===== config.mk =====
export PLATFORM = sky130hd
export DESIGN_NAME = reorder_fifo
export DESIGN_NICKNAME = d
export VERILOG_FILES = /design/src/rtl/reorder_fifo_pkg.sv /design/src/rtl/reorder_fifo_slot.sv /design/src/rtl/reorder_fifo.sv
export SDC_FILE = /design/constraint.sdc
export NUM_CORES = 1
export LEC_CHECK = 0
export BUFFER_PORTS_ARGS = -buffer_cell sky130_fd_sc_hd__buf_2
export CAP_MARGIN = 5
export CORE_MARGIN = 3
export CORE_UTILIZATION = 35
export CTS_BUF_LIST = sky130_fd_sc_hd__clkbuf_8
export DETAILED_ROUTE_END_ITERATION = 10
export PLACE_DENSITY = 0.64
export SETUP_SLACK_MARGIN = 0.2
export SLEW_MARGIN = 20
export SYNTH_ARGS = -nofsm -noshare
export SYNTH_HDL_FRONTEND = slang
export SYNTH_HIERARCHICAL = 1
export SYNTH_SLANG_ARGS = --single-unit

===== constraint.sdc =====
create_clock -name clk_i -period 2.1 [get_ports clk_i]
set_input_delay 0.42 -clock clk_i [delete_from_list [all_inputs] [get_ports clk_i]]
set_output_delay 0.42 -clock clk_i [all_outputs]
set_load 0.02 [all_outputs]

===== src/rtl/reorder_fifo_pkg.sv =====
// Shared types and helpers for the reorder FIFO.
// Optional feature macro used by the top: REORDER_FIFO_ERR_EN.
package reorder_fifo_pkg;

  // Lifecycle of one slot: allocated in order, completed out of order, retired in order.
  typedef enum logic [1:0] {
    FREE    = 2'b00,
    PENDING = 2'b01,
    DONE    = 2'b10
  } slot_state_e;

  // Occupancy from two wrap-bit pointers, modulo 2^ptr_w.
  function automatic logic [31:0] ptr_count(input logic [31:0] tail,
                                            input logic [31:0] head,
                                            input int          ptr_w);
    logic [31:0] mask;
    mask = (32'd1 << ptr_w) - 32'd1;
    return (tail - head) & mask;
  endfunction

endpackage


===== src/rtl/reorder_fifo_slot.sv =====
// One reorder FIFO slot: completion state plus payload register.
// A write only lands while the slot is PENDING; otherwise it is ignored.
module reorder_fifo_slot
  import reorder_fifo_pkg::*;
#(
  parameter int DATA_WIDTH = 8
) (
  input  logic                  clk_i,
  input  logic                  rst_ni,
  input  logic                  alloc_i,
  input  logic                  wr_i,
  input  logic [DATA_WIDTH-1:0] wr_data_i,
  input  logic                  retire_i,
  output slot_state_e           state_o,
  output logic [DATA_WIDTH-1:0] data_o
);

  slot_state_e           state_q, state_d;
  logic [DATA_WIDTH-1:0] data_q, data_d;

  // Next-state and payload capture for the slot lifecycle.
  always_comb begin
    state_d = state_q;
    data_d  = data_q;
    case (state_q)
      FREE:    if (alloc_i) state_d = PENDING;
      PENDING: if (wr_i) begin
        state_d = DONE;
        data_d  = wr_data_i;
      end
      DONE:    if (retire_i) state_d = FREE;
      default: state_d = FREE;
    endcase
  end

  // State and payload registers; reset clears both.
  always_ff @(posedge clk_i) begin
    if (!rst_ni) begin
      state_q <= FREE;
      data_q  <= '0;
    end else begin
      state_q <= state_d;
      data_q  <= data_d;
    end
  end

  assign state_o = state_q;
  assign data_o  = data_q;

endmodule


===== src/rtl/reorder_fifo.sv =====
// Reorder FIFO: in-order allocation, out-of-order completion by ID,
// in-order retirement. Optional macro REORDER_FIFO_ERR_EN adds err_o/err_id_o,
// a registered one-cycle pulse reporting a dropped completion write.
module reorder_fifo
  import reorder_fifo_pkg::*;
#(
  parameter  int DATA_WIDTH = 8,
  parameter  int DEPTH      = 4,
  localparam int ID_WIDTH   = $clog2(DEPTH)
) (
  input  logic                  clk_i,
  input  logic                  rst_ni,
  input  logic                  alloc_valid_i,
  output logic                  alloc_ready_o,
  output logic [ID_WIDTH-1:0]   alloc_id_o,
  input  logic                  wr_valid_i,
  input  logic [ID_WIDTH-1:0]   wr_id_i,
  input  logic [DATA_WIDTH-1:0] wr_data_i,
  output logic                  ret_valid_o,
  input  logic                  ret_ready_i,
  output logic [ID_WIDTH-1:0]   ret_id_o,
  output logic [DATA_WIDTH-1:0] ret_data_o,
  output logic                  full_o,
  output logic                  empty_o,
  output logic [ID_WIDTH:0]     count_o
`ifdef REORDER_FIFO_ERR_EN
  ,
  output logic                  err_o,
  output logic [ID_WIDTH-1:0]   err_id_o
`endif
);

  localparam int PTR_W = ID_WIDTH + 1;

  if ((DEPTH < 2) || ((DEPTH & (DEPTH - 1)) != 0)) begin : g_bad_depth
    $error("reorder_fifo: DEPTH must be a power of two and at least 2");
  end

  logic [PTR_W-1:0]      head_q, head_d, tail_q, tail_d;
  logic [ID_WIDTH-1:0]   head_idx, tail_idx;
  logic                  alloc_fire, ret_fire;
  logic [DEPTH-1:0]      slot_alloc, slot_wr, slot_ret;
  slot_state_e           slot_st   [DEPTH];
  logic [DATA_WIDTH-1:0] slot_data [DEPTH];

  assign head_idx = head_q[ID_WIDTH-1:0];
  assign tail_idx = tail_q[ID_WIDTH-1:0];

  assign empty_o       = (head_q == tail_q);
  assign full_o        = (head_q[ID_WIDTH] != tail_q[ID_WIDTH]) && (head_idx == tail_idx);
  assign count_o       = PTR_W'(ptr_count(32'(tail_q), 32'(head_q), PTR_W));
  assign alloc_ready_o = !full_o;
  assign alloc_id_o    = tail_idx;

  // Retire looks only at registered slot state, so a same-cycle write never retires.
  assign ret_valid_o = !empty_o && (slot_st[head_idx] == DONE);
  assign ret_id_o    = head_idx;
  assign ret_data_o  = slot_data[head_idx];

  assign alloc_fire = alloc_valid_i && alloc_ready_o;
  assign ret_fire   = ret_valid_o && ret_ready_i;

  for (genvar i = 0; i < DEPTH; i++) begin : g_slot
    assign slot_alloc[i] = alloc_fire && (tail_idx == ID_WIDTH'(i));
    assign slot_wr[i]    = wr_valid_i && (wr_id_i == ID_WIDTH'(i));
    assign slot_ret[i]   = ret_fire && (head_idx == ID_WIDTH'(i));

    reorder_fifo_slot #(
      .DATA_WIDTH (DATA_WIDTH)
    ) u_slot (
      .clk_i     (clk_i),
      .rst_ni    (rst_ni),
      .alloc_i   (slot_alloc[i]),
      .wr_i      (slot_wr[i]),
      .wr_data_i (wr_data_i),
      .retire_i  (slot_ret[i]),
      .state_o   (slot_st[i]),
      .data_o    (slot_data[i])
    );
  end

  // Pointer advance on alloc and retire handshakes.
  always_comb begin
    head_d = head_q;
    tail_d = tail_q;
    if (alloc_fire) tail_d = tail_q + PTR_W'(1);
    if (ret_fire)   head_d = head_q + PTR_W'(1);
  end

  // Head/tail pointer registers.
  always_ff @(posedge clk_i) begin
    if (!rst_ni) begin
      head_q <= '0;
      tail_q <= '0;
    end else begin
      head_q <= head_d;
      tail_q <= tail_d;
    end
  end

`ifdef REORDER_FIFO_ERR_EN
  logic                err_q, err_d;
  logic [ID_WIDTH-1:0] err_id_q, err_id_d;

  // Flag any write that hits a slot not waiting for completion.
  always_comb begin
    err_d    = wr_valid_i && (slot_st[wr_id_i] != PENDING);
    err_id_d = err_d ? wr_id_i : err_id_q;
  end

  // Registered error pulse and offending ID.
  always_ff @(posedge clk_i) begin
    if (!rst_ni) begin
      err_q    <= 1'b0;
      err_id_q <= '0;
    end else begin
      err_q    <= err_d;
      err_id_q <= err_id_d;
    end
  end

  assign err_o    = err_q;
  assign err_id_o = err_id_q;
`endif

endmodule


# Yosys cells after proc, flatten, opt, wreduce, memory -nomap -nowiden
# Index checks and enable logic that the tools add are counted.
# W data, S select, Z words.
# totals
latchBits	0
wordCells	103
romBits	0
reg_bits	46
ram_bits	0
out_inout_bits	19
input_bits	15
mem_count	0
# classes
shifts	0
n_bitwise	1
reduce_logical	33
mul	0
div	0
eq_ne	33
order_cmp	1
n_addsub	3
mux	22
# ops
op	count
$mux W2	14
$ne A2 B1 Y1 const B	12
$pmux W2 S3	4
$eq A2 B2 Y1 const B	11
$bmux W8 S2	1
$logic_and A1 B1 Y1	16
$mux W8	2
$eq A2 B1 Y1 const B	7
$logic_not A2 Y1	7
$reduce_and A3 Y1	4
$reduce_and A2 Y1	4
$add A3 B1 Y3 const B	2
$bmux W2 S2	1
$eq A3 B3 Y1	1
$ge A3 B3 Y1 const B	1
$not A2 Y3	1
$sub A3 B3 Y3	1
$eq A2 B2 Y1	1
$logic_not A1 Y1	2
$ne A1 B1 Y1	1

# Longest topological paths before layout
# Gate-level depths: netlist (run 1).
# depth
ltp_word	10
depth_mapped	9
ltp_nobuf	8

# Cells and area by module
# Netlist (run 1), hierarchy kept.
# by_module_without_submodules
module	cells_per_inst	area_each_um2	seq_area_each_um2	instances
reorder_fifo_slot	44	419.2	200.2	4
reorder_fifo	82	860.8	120.1	1

# Worst setup path after synthesis (run 1)
# OpenSTA, ideal clock, no wires.
# synth_path
path_type	reg2out
start	register head_q[1]
end	output port ret_valid_o
t_arrival_ns	1.605
path_buffers	1
t_required_ns	1.680
setup_slack_ns	0.075
stages_incl_launch_ff	6
path_cell_list	dfxtp_1 > buf_2 > inv_1 > ha_1 > and3_1 > nor2_1
# synth_via
word_cells_on_any_way	8
classes_between	eq/ne: 2; mux: 3; bitwise: 1; reduce/logical: 2
# synth_rtl
item	line	rtl
start: declaration	reorder_fifo.sv:39	logic [PTR_W-1:0] head_q, head_d, tail_q, tail_d;
start signal: assignment	reorder_fifo.sv:93	head_q <= '0;
start signal: assignment	reorder_fifo.sv:96	head_q <= head_d;
$eq A3 B3 Y1	reorder_fifo.sv:49	assign empty_o = (head_q == tail_q);
net empty_o	reorder_fifo.sv:24	output logic empty_o,
$logic_not A1 Y1	reorder_fifo.sv:56	assign ret_valid_o = !empty_o && (slot_st[head_idx] == DONE);
$logic_and A1 B1 Y1	reorder_fifo.sv:56	
end: declaration	reorder_fifo.sv:19	output logic ret_valid_o,
# The timed path passes the listed nets, and every way through them passes these cells. The select of a mux whose other input is x is not followed.

# Final worst setup path (run 1)
# layout_path
start	register g_slot[0].u_slot.state_q[1]
end	output port ret_valid_o
# layout_via
elab_chain_len	5
# layout_rtl
item	line	rtl
start: declaration	reorder_fifo_slot.sv:18	slot_state_e state_q, state_d;
start signal: assignment	reorder_fifo_slot.sv:42	state_q <= state_d;
$bmux W2 S2	reorder_fifo.sv:56	
$mux W2 (implied by the code) (2 in series)	reorder_fifo.sv:56	
$eq A2 B2 Y1	reorder_fifo.sv:56	
$logic_and A1 B1 Y1	reorder_fifo.sv:56	
# Every way passes these cells. The select of a mux whose other input is x is not followed.

==> results of run 1 <==
how the worst max path moves through the flow:
stage,slack [ns],end,start,cells past startpoint
2_1_floorplan,0.23,count_o[2],tail_q[0],4
3_3_place_gp,0.22,g_slot[2].u_slot/state_o[1],g_slot[0].u_slot/state_o[1],6
3_5_place_dp,0.19,g_slot[0].u_slot/state_o[1],g_slot[0].u_slot/state_o[1],6
4_1_cts,0.04,ret_valid_o,g_slot[0].u_slot/state_o[1],4
5_1_grt,-0.02,ret_valid_o,g_slot[0].u_slot/state_o[1],4
6_report,0.06,ret_valid_o,g_slot[0].u_slot/state_o[1],4
final cells by class:
type | count | area (µm²)
inverter | 8 | 37.54
sequential | 46 | 935.9
clock inverter | 1 | 8.758
fill | 692 | 3854
timing repair buffer | 50 | 387.9
tap | 96 | 120.1
clock buffer | 7 | 96.34
multi-input combinational | 186 | 1466
flip-flops by register name, indices dropped and copies added (netlist names):
signal and count:
head_q 3, tail_q 3, g_slot.u_slot/state_o 8, g_slot.u_slot/data_o 32
placed cells by master, fill, tap and decap left out, types with 2 or more instances in the layout:
| cell | n |
|---|---|
| sky130_fd_sc_hd__dfxtp_4 | 3 |
| sky130_fd_sc_hd__buf_6 | 14 |
| sky130_fd_sc_hd__clkbuf_8 | 7 |
| sky130_fd_sc_hd__nand2_1 | 71 |
| sky130_fd_sc_hd__ha_1 | 8 |
| sky130_fd_sc_hd__inv_2 | 3 |
| sky130_fd_sc_hd__buf_2 | 21 |
| sky130_fd_sc_hd__dfxtp_2 | 3 |
| sky130_fd_sc_hd__o21a_1 | 4 |
| sky130_fd_sc_hd__and3b_1 | 5 |
| sky130_fd_sc_hd__xnor2_1 | 3 |
| sky130_fd_sc_hd__nor3b_1 | 4 |
| sky130_fd_sc_hd__dfxtp_1 | 40 |
| sky130_fd_sc_hd__mux4_2 | 9 |
| sky130_fd_sc_hd__nand2b_1 | 8 |
| sky130_fd_sc_hd__or2b_1 | 5 |
| sky130_fd_sc_hd__nand2b_2 | 4 |
| sky130_fd_sc_hd__buf_4 | 14 |
| sky130_fd_sc_hd__inv_1 | 3 |
| sky130_fd_sc_hd__a21oi_1 | 4 |
| sky130_fd_sc_hd__mux2i_1 | 36 |
| sky130_fd_sc_hd__nor2b_1 | 2 |
| sky130_fd_sc_hd__and2_1 | 7 |
| sky130_fd_sc_hd__nor2_4 | 2 |
| sky130_fd_sc_hd__ha_4 | 2 |
per-layer routing:
layer | global-route usage, % | vias to the layer above | share of wire, %
met1 | 17.00 | 884 | 48
met5 | 0 | - | 0
met2 | 20.60 | 25 | 48
li1 | - | 929 | -
met4 | 4.899 | 0 | 1.6
met3 | 2.651 | 9 | 2.2
critical path, stage by stage, from the launching register on:
cell                      delay [ns]
sky130_fd_sc_hd__dfxtp_2        0.34
sky130_fd_sc_hd__or2b_1         0.23
sky130_fd_sc_hd__mux4_2         0.52
sky130_fd_sc_hd__nor2_4         0.11
sky130_fd_sc_hd__buf_6          0.12
Yosys cell counts, types with 2 or more instances:
| library cell | number | area [µm²] |
|---|---|---|
| sky130_fd_sc_hd__and3_1 | 2 | 12.51 |
| sky130_fd_sc_hd__mux2i_1 | 36 | 360.4 |
| sky130_fd_sc_hd__o21a_1 | 4 | 30.03 |
| sky130_fd_sc_hd__inv_1 | 7 | 26.28 |
| sky130_fd_sc_hd__xnor2_1 | 4 | 35.03 |
| sky130_fd_sc_hd__buf_4 | 4 | 30.03 |
| sky130_fd_sc_hd__ha_1 | 10 | 125.1 |
| sky130_fd_sc_hd__nand2b_2 | 4 | 35.03 |
| sky130_fd_sc_hd__and2_1 | 8 | 50.05 |
| sky130_fd_sc_hd__or2b_1 | 5 | 37.54 |
| sky130_fd_sc_hd__and3b_1 | 5 | 43.79 |
| sky130_fd_sc_hd__buf_6 | 9 | 101.4 |
| sky130_fd_sc_hd__nand2_1 | 72 | 270.3 |
| sky130_fd_sc_hd__nand2b_1 | 8 | 50.05 |
| sky130_fd_sc_hd__nor2b_1 | 2 | 12.51 |
| sky130_fd_sc_hd__buf_2 | 5 | 25.02 |
| sky130_fd_sc_hd__nor3b_1 | 5 | 37.54 |
| sky130_fd_sc_hd__a21oi_1 | 4 | 20.02 |
| sky130_fd_sc_hd__nor2_1 | 3 | 11.26 |
| sky130_fd_sc_hd__mux4_1 | 8 | 210.2 |
| sky130_fd_sc_hd__dfxtp_1 | 46 | 920.9 |
cell families (layout without fill, tap and decap cells):
logic type,Yosys count,in the layout,synth area share [%]
AND/OR/NAND/NOR,116,116,23.23
flip-flops,46,46,36.29
multiplexers,45,45,23.37
buffers and inverters,26,66,7.545
adder cells (fa/ha/maj),11,11,5.720
AO/OA/AOI/OAI,10,10,2.465
XOR/XNOR,4,4,1.381
power breakdown:
part / switching, mW / internal, mW / leakage [nW]
combinational: 0.122 / 0.0957 / 0.783
sequential: 0.0162 / 0.886 / 0.375
clock: 0.294 / 0.302 / 0.0544
metrics by stage:
stage	instances	power (mW)	hold WS (ns)	cell area [µm²]	setup slack [ns]
floorplan	258	1.059	0.4299	2550	0.2280
global placement	380	1.106	0.4374	2771	0.2246
detailed placement	380	1.111	0.4477	2771	0.1941
CTS	393	1.726	0.3868	2988	0.04378
global route	394	1.808	0.3877	3053	-0.02359
finish	394	1.716	0.3935	3053	0.05581
what timing repair did:
action	4_1_cts	5_1_grt
endpoints found under the setup margin	17	20
setup buffers	5	1
pin swaps	4	6
hold buffers	0	0
gates resized for setup	42	17
==> impl_results.md, run 1 <==
* Run status: finished clean
* Sequential fraction of the synthesis area at roughly 36%
* Timing-limited maximum frequency at 0.4892 GHz
* Via count of the first global-routing pass at around 1.7k
* Area enclosed by the die boundary at 0.008307 mm²
* Final Hold Violating Endpoints at 0
* CP startpoint kind: flop
* First drt pass iteration count at 4
* Effective utilization at floorplan at 36.74%
* Synth Net Count at 284
* Relative max-transition margin at between 60% and 70%
* Reg-to-reg endpoint: g_slot[0].u_slot/state_o[1]
* Final count of pins violating max slew at 0
* Data required time at the worst endpoint at 1.68 ns
* Largest fanout on the critical path at 4
* Clock latency on the worst-skew pair at 0.30 ns
* First-pass GRT wire length at 8687 µm
* Setup CP Type: flop to primary output
* Clk_skew at 0.007600 ns
* H-tree depth reported by CTS at 2
* HPWL Detailed at 3610 µm
* Number of antenna diodes at 0
* Post-synth EDFFs at 0
* Congestion Overflow GR at 0
* Launching point of the worst reg2reg path: g_slot[0].u_slot/state_o[1]
* Final estimated routing congestion in global placement at 0.7498
* Horiz. Die Dim at roughly 91 µm
* CP endpoint kind: primary output
* Worst EP arrival at approximately 1.6 ns
* Hold depth at 3
* Cell count after synthesis at 258
* RSZ-0062 raised after global routing: yes
* Overall global routing resource usage at 12.86%
* FF-to-FF setup slack at 0.09 ns
* Die height at around 91 µm
* Count of routing violations after the opening detailed-route iteration at 80
* Number of library cell types mapped by synthesis at 28
* Count of endpoints failing setup in the final report at 0
* Net total in the final layout at 323
* Layout cell share with drive strength beyond 1 at 31.54%
* Maximum number of pins on one net before global-route repair at 82
* Antenna-violating nets left at 0
* Synth warn at 6
* Beginning of the worst hold path: wr_data_i[6]
* Number of rows created at floorplan at 30
* Average instance area after synthesis at 9.835 µm²
* DRT Wirelength at 5140 µm
* Power density over the cells at 561.9 mW/mm²
* Synth-to-layout area growth at 20.32%
* Worst Hold Class: primary input to flop
* Least-Margin Pin Slew at 0.4624 ns
* Via-per-instance ratio at between 4 and 5
* Clk buf depth at 2
* Leakage power of the design at 1.213 nW
* WL per Instance at between 10 and 15 µm
* Most frequently used flop master after synthesis: sky130_fd_sc_hd__dfxtp_1
* Count of port buffers added during placement at 33
* Synth Register Bits at 46
* Sum of negative setup slack at 0 ns
* Async set-reset flop share out of synthesis at 0%
* Clock tree root driver cell: sky130_fd_sc_hd__clkbuf_8
* Total via count in the routed design at 1847
* Share of the clock period used by the worst path at 97.34%
* Worst Hold Endpoint: g_slot[2].u_slot/data_o[6]
* Clk pin slew, worst setup/hold paths at 0.09 ns
* Cell count of the worst reg-to-reg path at 7
* Max-capacitance violation count at 0
* Utilization after layout at 44.20%
* CTS tree: yes
* Syn Std Cell Area at 0.002537 mm²
* Worst IR drop on VDD at 0.2525 mV
* Post-route DRC at 0
* Core Region at 0.006907 mm²
* Clock sinks at 46
* Number of top-level pins at 34
* Number of buffers inserted during clock tree synthesis at 5
* Final worst path period need at 2.044 ns
* Initial antenna violation count at 0
No activity file was read; power rests on OpenSTA's default activity.
==> run 2, diff against run 1 <==
clock period = 2.3 ns   (was 2.1 ns; I/O delays follow)
==> impl_results.md, run 2 (synthesis gave the netlist of run 1 again) <==
* DRT Wirelength at around 5000 µm
* Via-per-instance ratio at ~4.6
* Leading cell types in the layout, fill and taps excluded: sky130_fd_sc_hd__nand2_1, sky130_fd_sc_hd__dfxtp_1, sky130_fd_sc_hd__mux2i_1
* Antenna-violating nets left at 0
* Data required time at the worst endpoint at 1.84 ns
* Share of the clock period used by the worst path at between 80% and 90%
* Net total in the final layout at 315
* Crit-path slowest cell: sky130_fd_sc_hd__mux4_2
* RSZ-0062 raised after global routing: yes
* Setup CP Type: flop to primary output
* First drt pass iteration count at 4
* Clock latency on the worst-skew pair at 0.31 ns
* CTS tree: yes
* Final count of pins violating max slew at 0
* Worst stage delay on the critical path at 0.49 ns
* Worst EP arrival at 1.61 ns
* Timing-limited maximum frequency at 0.4839 GHz
* Clk_skew at 0.01463 ns
* Congestion Overflow GR at 0
* Post-route DRC at 0
* Maximum number of pins on one net before global-route repair at 39
* Synth-to-layout area growth at 15.19%
* Die height at 91.15 µm
* Leakage power of the design at about 1.2 nW
* Fill count at 691
* Largest fanout on the critical path at 2
* Area enclosed by the die boundary at 0.008307 mm²
* Worst path buffer plus inverter count at 1
* CP endpoint kind: primary output
* CP startpoint kind: flop
* Number of hold buffers added after cts at 0
* Number of buffers inserted during clock tree synthesis at 5
* Cell-by-cell listing of the critical path: or2b_1 > mux4_2 > nor2_1 > buf_4
* Count of routing violations after the opening detailed-route iteration at 75
* H-tree depth reported by CTS at 2
* Final worst path period need at 2.067 ns
* Clk buf depth at 2
* Clock sinks at 46
* Clock tree root driver cell: sky130_fd_sc_hd__clkbuf_8
* Relative max-transition margin at 55.54%
* Count of endpoints failing setup in the final report at 0
* Overall global routing resource usage at 12.52%
* Worst IR drop on VDD at approximately 0.34 mV
* Effective utilization at floorplan at 36.74%
* Clk pin slew, worst setup/hold paths at 0.09 ns
* Final Hold Violating Endpoints at 0
* Power density over the cells at 585.8 mW/mm²
* Final total power at 1.712 mW
* Core Region at 0.006907 mm²
* Number of rows created at floorplan at 30
* HPWL Detailed at 3593 µm
* Most common library cell in the layout ignoring fill and taps: sky130_fd_sc_hd__nand2_1
* Run status: finished clean
* WL per Instance at between 10 and 15 µm
* Horiz. Die Dim at between 90 and 100 µm
* Sum of negative setup slack at 0 ns
* Least-Margin Pin Slew at 0.6669 ns
* Number of antenna diodes at 0
* Number of top-level pins at 34
* Max-capacitance violation count at 0
* Total via count in the routed design at 1775
* Family with the most delay on the worst path: multiplexers
* Initial antenna violation count at 0
* Worst Hold Class: primary input to flop
* Via count of the first global-routing pass at 1720
* Number of flip-flops under the largest register name at 32
* Layout cell share with drive strength beyond 1 at 22.41%
* Layout Cells excl Fill at about 390
* Count of port buffers added during placement at 33
* Placed Instances at 374
* Final estimated routing congestion in global placement at 0.7663
* First-pass GRT wire length at 8273 µm
* Utilization after layout at 42.32%
[run 2: cell types whose count changed in the layout (fill, tap and decap cells not counted), moves of 2 or more]
cell / before / now
sky130_fd_sc_hd__buf_2: 21 / 31
sky130_fd_sc_hd__buf_4: 14 / 9
sky130_fd_sc_hd__buf_6: 14 / 0
sky130_fd_sc_hd__bufinv_16: 0 / 2
sky130_fd_sc_hd__clkbuf_8: 7 / 5
sky130_fd_sc_hd__ha_4: 2 / 0
sky130_fd_sc_hd__inv_1: 3 / 7
sky130_fd_sc_hd__inv_2: 3 / 0
sky130_fd_sc_hd__mux4_1: 0 / 8
sky130_fd_sc_hd__mux4_2: 9 / 1
sky130_fd_sc_hd__nor2_1: 1 / 3
sky130_fd_sc_hd__nor2_4: 2 / 0
[run 2: routing by layer]
layer / wire (µm) / part of all wire (%) / track usage [%] / up-vias
met5: 0 / 0 / 0 / -
met4: 112 / 2.2 / 5.402 / 0
met2: 2456 / 49 / 21.34 / 19
li1: - / - / - / 919
met1: 2335 / 47 / 15.16 / 827
met3: 114 / 2.3 / 2.651 / 10
[run 2: cell type report]
cell class	instances	area [µm²]	share of cell area (%)
well taps	96	120.1	4.110
flip-flops and latches	46	932.1	31.89
clock inverters	3	68.82	2.354
repair buffers	42	262.8	8.990
clock buffers	5	68.82	2.354
multi-input cells	186	1435	49.10
inverters	8	35.03	1.199
[run 2: where the power goes]
part / internal (mW) / switching, mW / leakage, nW
combinational: 0.0740 / 0.105 / 0.757
clock: 0.435 / 0.278 / 0.0683
sequential: 0.809 / 0.0113 / 0.374
[run 2: worst min-delay path: stages]
cell and delay [ns]:
sky130_fd_sc_hd__buf_2 0.12, sky130_fd_sc_hd__nand2_1 0.05, sky130_fd_sc_hd__mux2i_1 0.06
[run 2: metrics by stage]
stage / hold slack [ns] / area, µm² / setup WS, ns
floorplan: 0.4299 / 2537 / 0.2345
global placement: 0.4379 / 2716 / 0.3804
detailed placement: 0.4438 / 2716 / 0.3657
CTS: 0.4215 / 2897 / 0.1595
global route: 0.4193 / 2923 / 0.1463
finish: 0.4260 / 2923 / 0.2334
[run 2: path summary, 6_finish.rpt]
path	start	to	slack [ns]	cells past startpoint
max	g_slot[0].u_slot/state_o[1]	ret_valid_o	0.23	4
min	wr_data_i[0]	g_slot[0].u_slot/data_o[0]	0.43	3
max reg2reg	g_slot[0].u_slot/state_o[1]	g_slot[0].u_slot/state_o[1]	0.30	7
min reg2reg	g_slot[1].u_slot/data_o[6]	g_slot[1].u_slot/data_o[6]	0.45	2
[run 2: what timing repair did]
action                                  CTS  global route
resized for setup                        10             4
endpoints found under the setup margin   12            11
buffers inserted                          3             1
pin swaps                                 1             2
==> run 3, diff against run 2 <==
CORE_MARGIN = 4   (was 3)
==> impl_results.md, run 3 (synthesis gave the netlist of run 1 again) <==
* Antenna-violating nets left at 0
* Number of hold buffers added after cts at 0
* Worst slack at placement at 0.2779 ns
* Number of flip-flops under the largest register name at 32
* Post-route DRC at 0
* Worst stage delay on the critical path at 0.56 ns
* Synth-to-layout area growth at 14.10%
* Final design instance area without fill at just under 0.003 mm²
* Timing-limited maximum frequency at about 0.48 GHz
* Clock sinks at 46
* Count of endpoints failing setup in the final report at 0
* Post-placement cell area at 0.002724 mm²
* Routed length on met2 at 2242 µm
* Worst IR drop on VDD at 0.2165 mV
* Effective utilization at floorplan at 36.74%
* Setup CP Type: flop to primary output
* Worst Hold Class: primary input to flop
* Total via count in the routed design at 1768
* Sum of negative setup slack at 0 ns
* Congestion Overflow GR at 0
* Clk pin slew, worst setup/hold paths at 0.09 ns
* Clk_skew at 0.006029 ns
* Clock latency on the worst-skew pair at 0.29 ns
* Initial antenna violation count at 0
* Via-per-instance ratio at approximately 4.6
* Met1 wire length at 2315 µm
* First-pass GRT wire length at about 8100 µm
* Final Hold Violating Endpoints at 0
* Final worst path period need at between 2 and 2.5 ns
* HPWL Detailed at 3446 µm
* Final count of pins violating max slew at 0
* Clock tree root driver cell: sky130_fd_sc_hd__clkbuf_8
* Die height at slightly above 90 µm
* Highest signal layer in the routed design: met4
* WL per Instance at 12.37 µm
* Overall global routing resource usage at between 10% and 20%
* Largest fanout on the critical path at 6
* CTS tree: yes
* Crit-path slowest cell: sky130_fd_sc_hd__mux4_1
* First drt pass iteration count at 4
* Number of top-level pins at 34
* Number of rows created at floorplan at 30
* Count of port buffers added during placement at 33
* Most common library cell in the layout ignoring fill and taps: sky130_fd_sc_hd__nand2_1
* Leakage power of the design at roughly 1.2 nW
* Data required time at the worst endpoint at approximately 1.8 ns
* Clk buf depth at 2
* CP startpoint kind: flop
* Count of routing violations after the opening detailed-route iteration at 91
* Share of the clock period used by the worst path at 89.70%
* Run status: finished clean
* Worst EP arrival at 1.60 ns
* Number of antenna diodes at 0
* H-tree depth reported by CTS at 2
* Fill count at approximately 700
* Final estimated routing congestion in global placement at between 0.7 and 0.8
* Least-Margin Pin Slew at 0.6214 ns
* RSZ-0062 raised after global routing: yes
* Number of buffers inserted during clock tree synthesis at 5
* Maximum number of pins on one net before global-route repair at 33
* Power density over the cells at 547.3 mW/mm²
* DRT Wirelength at 4776 µm
* Horiz. Die Dim at 93.15 µm
* Max-capacitance violation count at 0
* Core Region at about 0.0069 mm²
* Utilization after layout at 41.92%
* Net total in the final layout at 315
* CP endpoint kind: primary output
* Relative max-transition margin at 58.57%
* Amount of wire on met3 after detailed routing at roughly 170 µm
* Final worst setup slack at 0.2370 ns
* Via count of the first global-routing pass at about 1.6k
* Area enclosed by the die boundary at approximately 0.0087 mm²
* Layout cell share with drive strength beyond 1 at 23.10%
* Cell-by-cell listing of the critical path: buf_6 > mux4_1 > buf_2
* Leading cell types in the layout, fill and taps excluded: sky130_fd_sc_hd__nand2_1, sky130_fd_sc_hd__dfxtp_1, sky130_fd_sc_hd__mux2i_1
-- run 3: changes by cell type in the layout (fill, tap and decap cells not counted), sizes merged --
cell and change:
bufinv -1, clkinv -1, clkinvlp +1, inv +1
-- run 3: worst paths after layout --
path / start / end / slack, ns / cells after the start
max: head_q[0] / ret_data_o[5] / 0.24 / 3
max reg2reg: g_slot[0].u_slot/state_o[0] / g_slot[2].u_slot/state_o[1] / 0.31 / 7
min: wr_data_i[0] / g_slot[1].u_slot/data_o[0] / 0.44 / 3
min reg2reg: g_slot[2].u_slot/data_o[0] / g_slot[2].u_slot/data_o[0] / 0.46 / 2
-- run 3: layout make-up --
cell class | count | area, µm² | share of cell area, %
timing repair buffer | 42 | 257.7 | 8.902
multi-input combinational | 186 | 1440 | 49.74
tap | 96 | 120.1 | 4.149
clock inverter | 3 | 41.29 | 1.426
clock buffer | 5 | 68.82 | 2.377
sequential | 46 | 932.1 | 32.20
inverter | 8 | 35.03 | 1.210
-- run 3: critical path: cells and delay by family (launching register included) --
family	cells	cell delay, ns
muxes	1	0.56
buffers and inverters	2	0.32
DFF	1	0.43
-- run 3: layer usage --
metal,track usage (%),vias up
li1,-,924
met1,15.77,821
met2,18.60,18
met3,2.574,5
met4,3.297,0
met5,0,-
-- run 3: per-stage QoR --
| step | hold WS (ns) | total power, mW | instances |
|---|---|---|---|
| finish | 0.4384 | 1.585 | 386 |
| global route | 0.4325 | 1.663 | 386 |
| CTS | 0.4274 | 1.606 | 386 |
| detailed placement | 0.4478 | 1.007 | 375 |
| global placement | 0.4380 | 1.004 | 375 |
| floorplan | 0.4299 | 0.9619 | 258 |
-- run 3: what timing repair did --
action,4_1_cts,5_1_grt
pin swaps,1,1
setup endpoints to repair,13,8
buffers inserted,3,0
resized for setup,8,8
-- run 3: where the power goes --
part	internal, mW	switching, mW	total [mW]
registers	0.809	0.0116	0.821
clock network	0.320	0.272	0.592
logic	0.0704	0.101	0.171
total	1.20	0.385	1.58
